$ cat src/rtl/cpu_pkg.sv
// Shared definitions for the 4-bit-opcode CPU: sequencer state encoding,
// opcode values and instruction field positions. control_matrix imports this too.
package cpu_pkg;

  // Encodings are fixed because control_matrix decodes them directly.
  typedef enum logic [2:0] {
    S_IDLE   = 3'd0,
    S_FETCH  = 3'd1,
    S_DECODE = 3'd2,
    S_EXEC   = 3'd3,
    S_MEM    = 3'd4,
    S_WB     = 3'd5,
    S_HALT   = 3'd6,
    S_FAULT  = 3'd7
  } seq_state_t;

  localparam logic [3:0] OP_NOP  = 4'b0000;
  localparam logic [3:0] OP_JMP  = 4'b0001;
  localparam logic [3:0] OP_LDW  = 4'b0010;
  localparam logic [3:0] OP_STW  = 4'b0011;
  localparam logic [3:0] OP_RTR  = 4'b0100;
  localparam logic [3:0] OP_BLT  = 4'b0101;
  localparam logic [3:0] OP_ADD  = 4'b0110;
  localparam logic [3:0] OP_SUB  = 4'b0111;
  localparam logic [3:0] OP_HALT = 4'b1111;

  // Field positions within the instruction word (LSB of each 4-bit slice).
  localparam int OPC_LSB = 12;
  localparam int FA_LSB  = 8;
  localparam int FB_LSB  = 4;
  localparam int FC_LSB  = 0;

  // Opcodes 1000..1110 are unassigned; 1111 is HALT.
  function automatic logic is_illegal(input logic [3:0] op);
    return op[3] && (op != OP_HALT);
  endfunction

endpackage

$ cat src/rtl/wait_timer.sv
// 4-bit handshake wait counter shared by FETCH and MEM. timeout_o flags the
// last permitted wait cycle, so a handshake still missing then ends the wait.
module wait_timer #(
  parameter int TIMEOUT = 15
) (
  input  logic clk,
  input  logic reset,
  input  logic clear_i,
  input  logic en_i,
  output logic timeout_o
);

  localparam logic [3:0] LAST = 4'(TIMEOUT - 1);

  logic [3:0] cnt_q, cnt_d;

  // Next count: clear wins, otherwise count waited cycles without wrapping.
  always_comb begin
    cnt_d = cnt_q;
    if (clear_i)                   cnt_d = 4'd0;
    else if (en_i && cnt_q != 4'hF) cnt_d = cnt_q + 4'd1;
  end

  // Counter register with synchronous active-low reset.
  always_ff @(posedge clk) begin
    if (!reset) cnt_q <= 4'd0;
    else        cnt_q <= cnt_d;
  end

  assign timeout_o = (cnt_q == LAST);

endmodule

$ cat src/rtl/instr_sequencer.sv
// Fetch/decode/execute sequencer: owns the instruction register, drives the
// state/opcode/branch_flag inputs of control_matrix and handshakes with
// instruction and data memory. All status outputs are Moore (register-only).
module instr_sequencer
  import cpu_pkg::*;
#(
  parameter int INSTR_W = 16,
  parameter int TIMEOUT = 15,
  parameter int CNT_W   = 16
) (
  input  logic               clk,
  input  logic               reset,
  input  logic               run,
  input  logic               step,
  input  logic [INSTR_W-1:0] instr_data,
  input  logic               instr_valid,
  input  logic               mem_ready,
  output logic               fetch_req,
  output logic               mem_req,
  output logic [2:0]         state,
  output logic [3:0]         opcode,
  output logic [3:0]         field_a,
  output logic [3:0]         field_b,
  output logic [3:0]         field_c,
  output logic               branch_flag,
  output logic               halted,
  output logic               fault,
  output logic [CNT_W-1:0]   retired
);

  // Handshake: fetch_req / mem_req stay high for every cycle spent in
  // FETCH / MEM; the cycle on which instr_valid / mem_ready is seen high
  // completes the transfer and the request drops on the next state.

  seq_state_t         state_q, state_d;
  logic [INSTR_W-1:0] ir_q, ir_d;
  logic [CNT_W-1:0]   retired_q, retired_d;
  logic               retire;
  logic               tmr_clear, tmr_en, tmr_timeout;
  logic [3:0]         op;
  seq_state_t         cont_state;

  assign op         = ir_q[OPC_LSB +: 4];
  assign cont_state = run ? S_FETCH : S_IDLE;

  wait_timer #(.TIMEOUT(TIMEOUT)) u_wait_timer (
    .clk       (clk),
    .reset     (reset),
    .clear_i   (tmr_clear),
    .en_i      (tmr_en),
    .timeout_o (tmr_timeout)
  );

  // Next-state, IR capture and retire decision.
  always_comb begin
    state_d = state_q;
    ir_d    = ir_q;
    retire  = 1'b0;
    case (state_q)
      S_IDLE:   if (run || step) state_d = S_FETCH;
      S_FETCH: begin
        if (instr_valid) begin
          ir_d    = instr_data;
          state_d = S_DECODE;
        end else if (tmr_timeout) begin
          state_d = S_FAULT;
        end
      end
      S_DECODE: begin
        if (op == OP_HALT)     state_d = S_HALT;
        else if (is_illegal(op)) state_d = S_FAULT;
        else                   state_d = S_EXEC;
      end
      S_EXEC: begin
        case (op)
          OP_LDW, OP_STW: state_d = S_MEM;
          OP_JMP, OP_BLT: begin
            retire  = 1'b1;
            state_d = cont_state;
          end
          OP_NOP, OP_RTR, OP_ADD, OP_SUB: state_d = S_WB;
          default: state_d = S_WB;
        endcase
      end
      S_MEM: begin
        if (mem_ready) begin
          if (op == OP_LDW) begin
            state_d = S_WB;
          end else begin
            retire  = 1'b1;
            state_d = cont_state;
          end
        end else if (tmr_timeout) begin
          state_d = S_FAULT;
        end
      end
      S_WB: begin
        retire  = 1'b1;
        state_d = cont_state;
      end
      S_HALT:  state_d = S_HALT;
      S_FAULT: state_d = S_FAULT;
      default: state_d = S_FAULT;
    endcase

    // Timer restarts on every state entry and counts only unanswered waits.
    tmr_clear = (state_d != state_q);
    tmr_en    = ((state_q == S_FETCH) && !instr_valid) ||
                ((state_q == S_MEM) && !mem_ready);

    retired_d = retired_q;
    if (retire && (retired_q != {CNT_W{1'b1}})) retired_d = retired_q + 1'b1;
  end

  // State, IR and retire counter registers.
  always_ff @(posedge clk) begin
    if (!reset) begin
      state_q   <= S_IDLE;
      ir_q      <= '0;
      retired_q <= '0;
    end else begin
      state_q   <= state_d;
      ir_q      <= ir_d;
      retired_q <= retired_d;
    end
  end

  assign state       = state_q;
  assign fetch_req   = (state_q == S_FETCH);
  assign mem_req     = (state_q == S_MEM);
  assign halted      = (state_q == S_HALT);
  assign fault       = (state_q == S_FAULT);
  assign branch_flag = (state_q == S_EXEC) && ((op == OP_JMP) || (op == OP_BLT));
  assign opcode      = op;
  assign field_a     = ir_q[FA_LSB +: 4];
  assign field_b     = ir_q[FB_LSB +: 4];
  assign field_c     = ir_q[FC_LSB +: 4];
  assign retired     = retired_q;

endmodule

$ cat config.mk
export PLATFORM = sky130hd
export DESIGN_NAME = instr_sequencer
export DESIGN_NICKNAME = d
export VERILOG_FILES = /design/src/rtl/cpu_pkg.sv /design/src/rtl/wait_timer.sv /design/src/rtl/instr_sequencer.sv
export SDC_FILE = /design/constraint.sdc
export NUM_CORES = 1
export LEC_CHECK = 0
export BUFFER_PORTS_ARGS = -buffer_cell sky130_fd_sc_hd__buf_2
export CORE_MARGIN = 2
export CORE_UTILIZATION = 46
export DETAILED_ROUTE_END_ITERATION = 12
export GPL_TIMING_DRIVEN = 1
export HOLD_SLACK_MARGIN = 0.03
export PLACE_DENSITY = 0.76
export SYNTH_ARGS = -nofsm -noshare
export SYNTH_HDL_FRONTEND = slang
export SYNTH_SLANG_ARGS = --single-unit
$ cat constraint.sdc
create_clock -name clk -period 1.85 [get_ports clk]
set_clock_uncertainty 0.05 [all_clocks]
set_input_delay 0.2775 -clock clk [delete_from_list [all_inputs] [get_ports clk]]
set_output_delay 0.2775 -clock clk [all_outputs]
set_load 0.01 [all_outputs]
==> metrics.txt <==
min-delay src=instr_data[12]; number of CTS-inserted buffers=5; worst hold path class=in2reg; RSZ-0062 raised after global routing=true; Worst Tran Pin Value=0.3301 ns; GRT overflow=0; CP Capture Type=flip-flop; Die ar.=4965 µm²; Worst Path Required=1.99 ns; Pre-Repair DR Iteration Count=4; Final WS setup=-0.05619 ns; Rows=24; pin count of the biggest net entering global routing=18; Residual DRC=0; Post-Syn Instances=249; ys async rst share=0%; WS Path Type=reg2reg; Yosys reg bits=39; total wire length=5117 µm; ant diodes=0; final max-slew violation count=0; Min-Delay Endpoint=ir_q[12]; DR WL/cell=13.22 µm; CP peak stage delay=0.58 ns; Worst slew margin=77.81%; placed insts=378; LEAKAGE=0.001149 µW; first-pass GRT wire length=8342 µm; Syn Nets=274; clk sinks=39; GP Congestion=0.8853; fmax=0.5246 GHz; cells on worst reg2reg path=7; routed vias/inst=5.623; Max clock buf depth=2; syn_area_per_cell=8.160 µm²; Worst Hold Depth=3; core region area=4294 µm²; register-to-register setup slack=-0.06 ns; clock-pin slew on the worst setup and hold paths=0.08 ns; CTS tree=built; clk_lat worst skew=0.29 ns; Post-Synthesis Cell Area=2032 µm²; Final min period=1.906 ns; Post-Layout Cell Count=387; Primary FF master, synth=dfxtp_1; Post-synth EDFFs=0; Port Buffer Count=61; share of cells above drive strength 1=39.10%; final core utilization=65.38%; Finish-stage setup viols=4; antenna violations before repair=0; # IOs=62; CP Max Fanout=6; Peak VDD IR=0.4213 mV; post-synthesis sequential area ratio=38.42%; synth unique cells=50; Worst R2R Start=u_wait_timer.cnt_q[0]; crit path DAT=2.05 ns; Vert. Die Dim=70.46 µm; Tot GR Track Use=20.64%; fillcell total=365; dpl cell area=2581 µm²; Layout area overhead=38.18%; total power draw=1984 µW; nets@finish=359; crit path cell chain=inv_2 > ha_2 > and3_4 > o21ai_4 > a21oi_2 > or4b_4 > a2111oi_4; clock root buffer=clkbuf_8; Post-DP HPWL=3743 µm; outcome=finished with violations; Initial DRC Count=169; Initial Util=47.32%; via count=2176; Tcrit/Tclk final=103.0%; Cell Pwr Density=706.5 nW/µm²; Worst setup SP type=flip-flop; cell at the slowest stage of the critical path=or4b_4; vias in the first global route=1908; Syn. warnings=0; post-route ant nets=0; Final Hold Vio Count=0; failing checks=negative setup slack; die width=70.46 µm; Clock H-tree levels=2; Final Cell Area=2808 µm²; number of max-cap violations=0; CTS Hold Bufs=0; FF-to-FF End=u_wait_timer.cnt_q[3]; pre-CTS setup slack=-0.01912 ns
## repair_timing
item / CTS / global route
setup buffers: 0 / 1
endpoints found under the setup margin: 6 / 15
pin swaps: 2 / 4
resized for setup: 3 / 18
## state kept, by name (all words and copies together) (netlist names)
register            count
ir_q                   16
state                   3
u_wait_timer.cnt_q      4
retired                16
## layout make-up
| class | count | area, µm² | area share, % |
|---|---|---|---|
| clock inverters | 2 | 35.03 | 1.248 |
| inverters | 9 | 33.78 | 1.203 |
| repair buffers | 90 | 548.0 | 19.52 |
| clock buffers | 6 | 82.58 | 2.941 |
| well taps | 52 | 65.06 | 2.317 |
| flip-flops and latches | 39 | 794.5 | 28.30 |
| multi-input cells | 189 | 1249 | 44.47 |
## report_power, final
part,switching [µW],internal [µW]
clock,301,436
combinational,192,160
sequential,25.7,869
## stage by stage
stage | hold slack, ns | TNS [ns]
final | 0.1606 | -0.1570
after detailed placement | 0.3943 | -0.05228
after global routing | 0.1535 | -0.6622
after global placement | 0.3890 | 0
after floorplan | 0.3635 | -0.1235
after CTS | 0.1548 | -0.01362
## worst max-delay path: cells and delay by family, from the launching register on
family | cells | cell delay [ns]
and+or+nand+nor | 2 | 0.77
AOI/OAI and AO/OA | 3 | 0.45
DFF | 1 | 0.34
adders and majority gates | 1 | 0.16
buffers and inverters | 1 | 0.03
## logic make-up (layout without fill, tap and decap cells)
| kind of cell | Yosys count | after routing | share of synthesized area, % |
|---|---|---|---|
| adders and majority gates | 3 | 3 | 1.847 |
| DFF | 39 | 39 | 38.42 |
| AOI/OAI and AO/OA | 66 | 66 | 21.18 |
| muxes | 4 | 4 | 1.971 |
| buffers and inverters | 21 | 107 | 5.049 |
| and+or+nand+nor | 114 | 114 | 30.67 |
| xor gates and xnor gates | 2 | 2 | 0.8622 |
## cells in the mapped netlist (all sizes together), types with 2 or more instances
master	instances	area, µm²
nor3	9	50.05
nor2b	2	12.51
nor4b	2	32.53
ha	3	37.54
nand3b	3	22.52
o21ai	11	55.05
a2111oi	3	45.04
or4	6	45.04
o31ai	6	45.04
nor2	8	30.03
nand3	8	40.04
a31oi	3	25.02
a21oi	31	155.2
mux2i	4	40.04
nand2b	3	18.77
clkbuf	7	26.28
nand2	46	172.7
dfxtp	39	780.8
and2	3	18.77
o21bai	2	18.77
inv	9	33.78
and2b	3	26.28
buf	5	42.53
a21o	4	32.53
nand4	5	31.28
and3	3	18.77
or3	6	37.54
nor4	3	25.02
o211ai	2	15.01
## how the worst max path moves through the flow
| stage | startpoint | endpoint | slack, ns | cells after the start |
|---|---|---|---|---|
| 2_1_floorplan | u_wait_timer.cnt_q[0] | u_wait_timer.cnt_q[3] | -0.04 | 8 |
| 3_3_place_gp | ir_q[12] | retired[9] | 0.03 | 6 |
| 3_5_place_dp | ir_q[15] | retired[9] | -0.02 | 6 |
| 4_1_cts | u_wait_timer.cnt_q[0] | u_wait_timer.cnt_q[3] | -0.009 | 7 |
| 5_1_grt | u_wait_timer.cnt_q[0] | u_wait_timer.cnt_q[3] | -0.13 | 7 |
| 6_report | u_wait_timer.cnt_q[0] | u_wait_timer.cnt_q[3] | -0.06 | 7 |
## layout by cell type, fill, tap and decap left out, types with 3 or more instances in the layout
| cell type | synthesis | routed |
|---|---|---|
| buf_2 | 1 | 61 |
| nand2_1 | 46 | 46 |
| dfxtp_1 | 39 | 32 |
| a21oi_1 | 31 | 29 |
| buf_4 | 2 | 27 |
| o21ai_0 | 9 | 9 |
| nor2_1 | 8 | 8 |
| inv_1 | 9 | 8 |
| nor3_1 | 8 | 7 |
| nand3_1 | 8 | 7 |
| o31ai_1 | 6 | 6 |
| or3_1 | 6 | 6 |
| clkbuf_8 | 0 | 6 |
| nand4_1 | 5 | 5 |
| or4_1 | 6 | 5 |
| dfxtp_2 | 0 | 5 |
| mux2i_1 | 4 | 4 |
| and2_1 | 3 | 3 |
| nand2b_1 | 3 | 3 |
| nand3b_1 | 3 | 3 |
| a2111oi_4 | 0 | 3 |
## layer usage
| layer | track usage [%] | routed length [µm] | up-vias |
|---|---|---|---|
| met5 | 0 | 0 | - |
| met4 | 8.120 | 94 | 0 |
| met3 | 5.195 | 252 | 12 |
| met2 | 34.91 | 2574 | 69 |
| met1 | 24.96 | 2196 | 1024 |
| li1 | - | - | 1071 |
(Power assumes the default switching activity.)
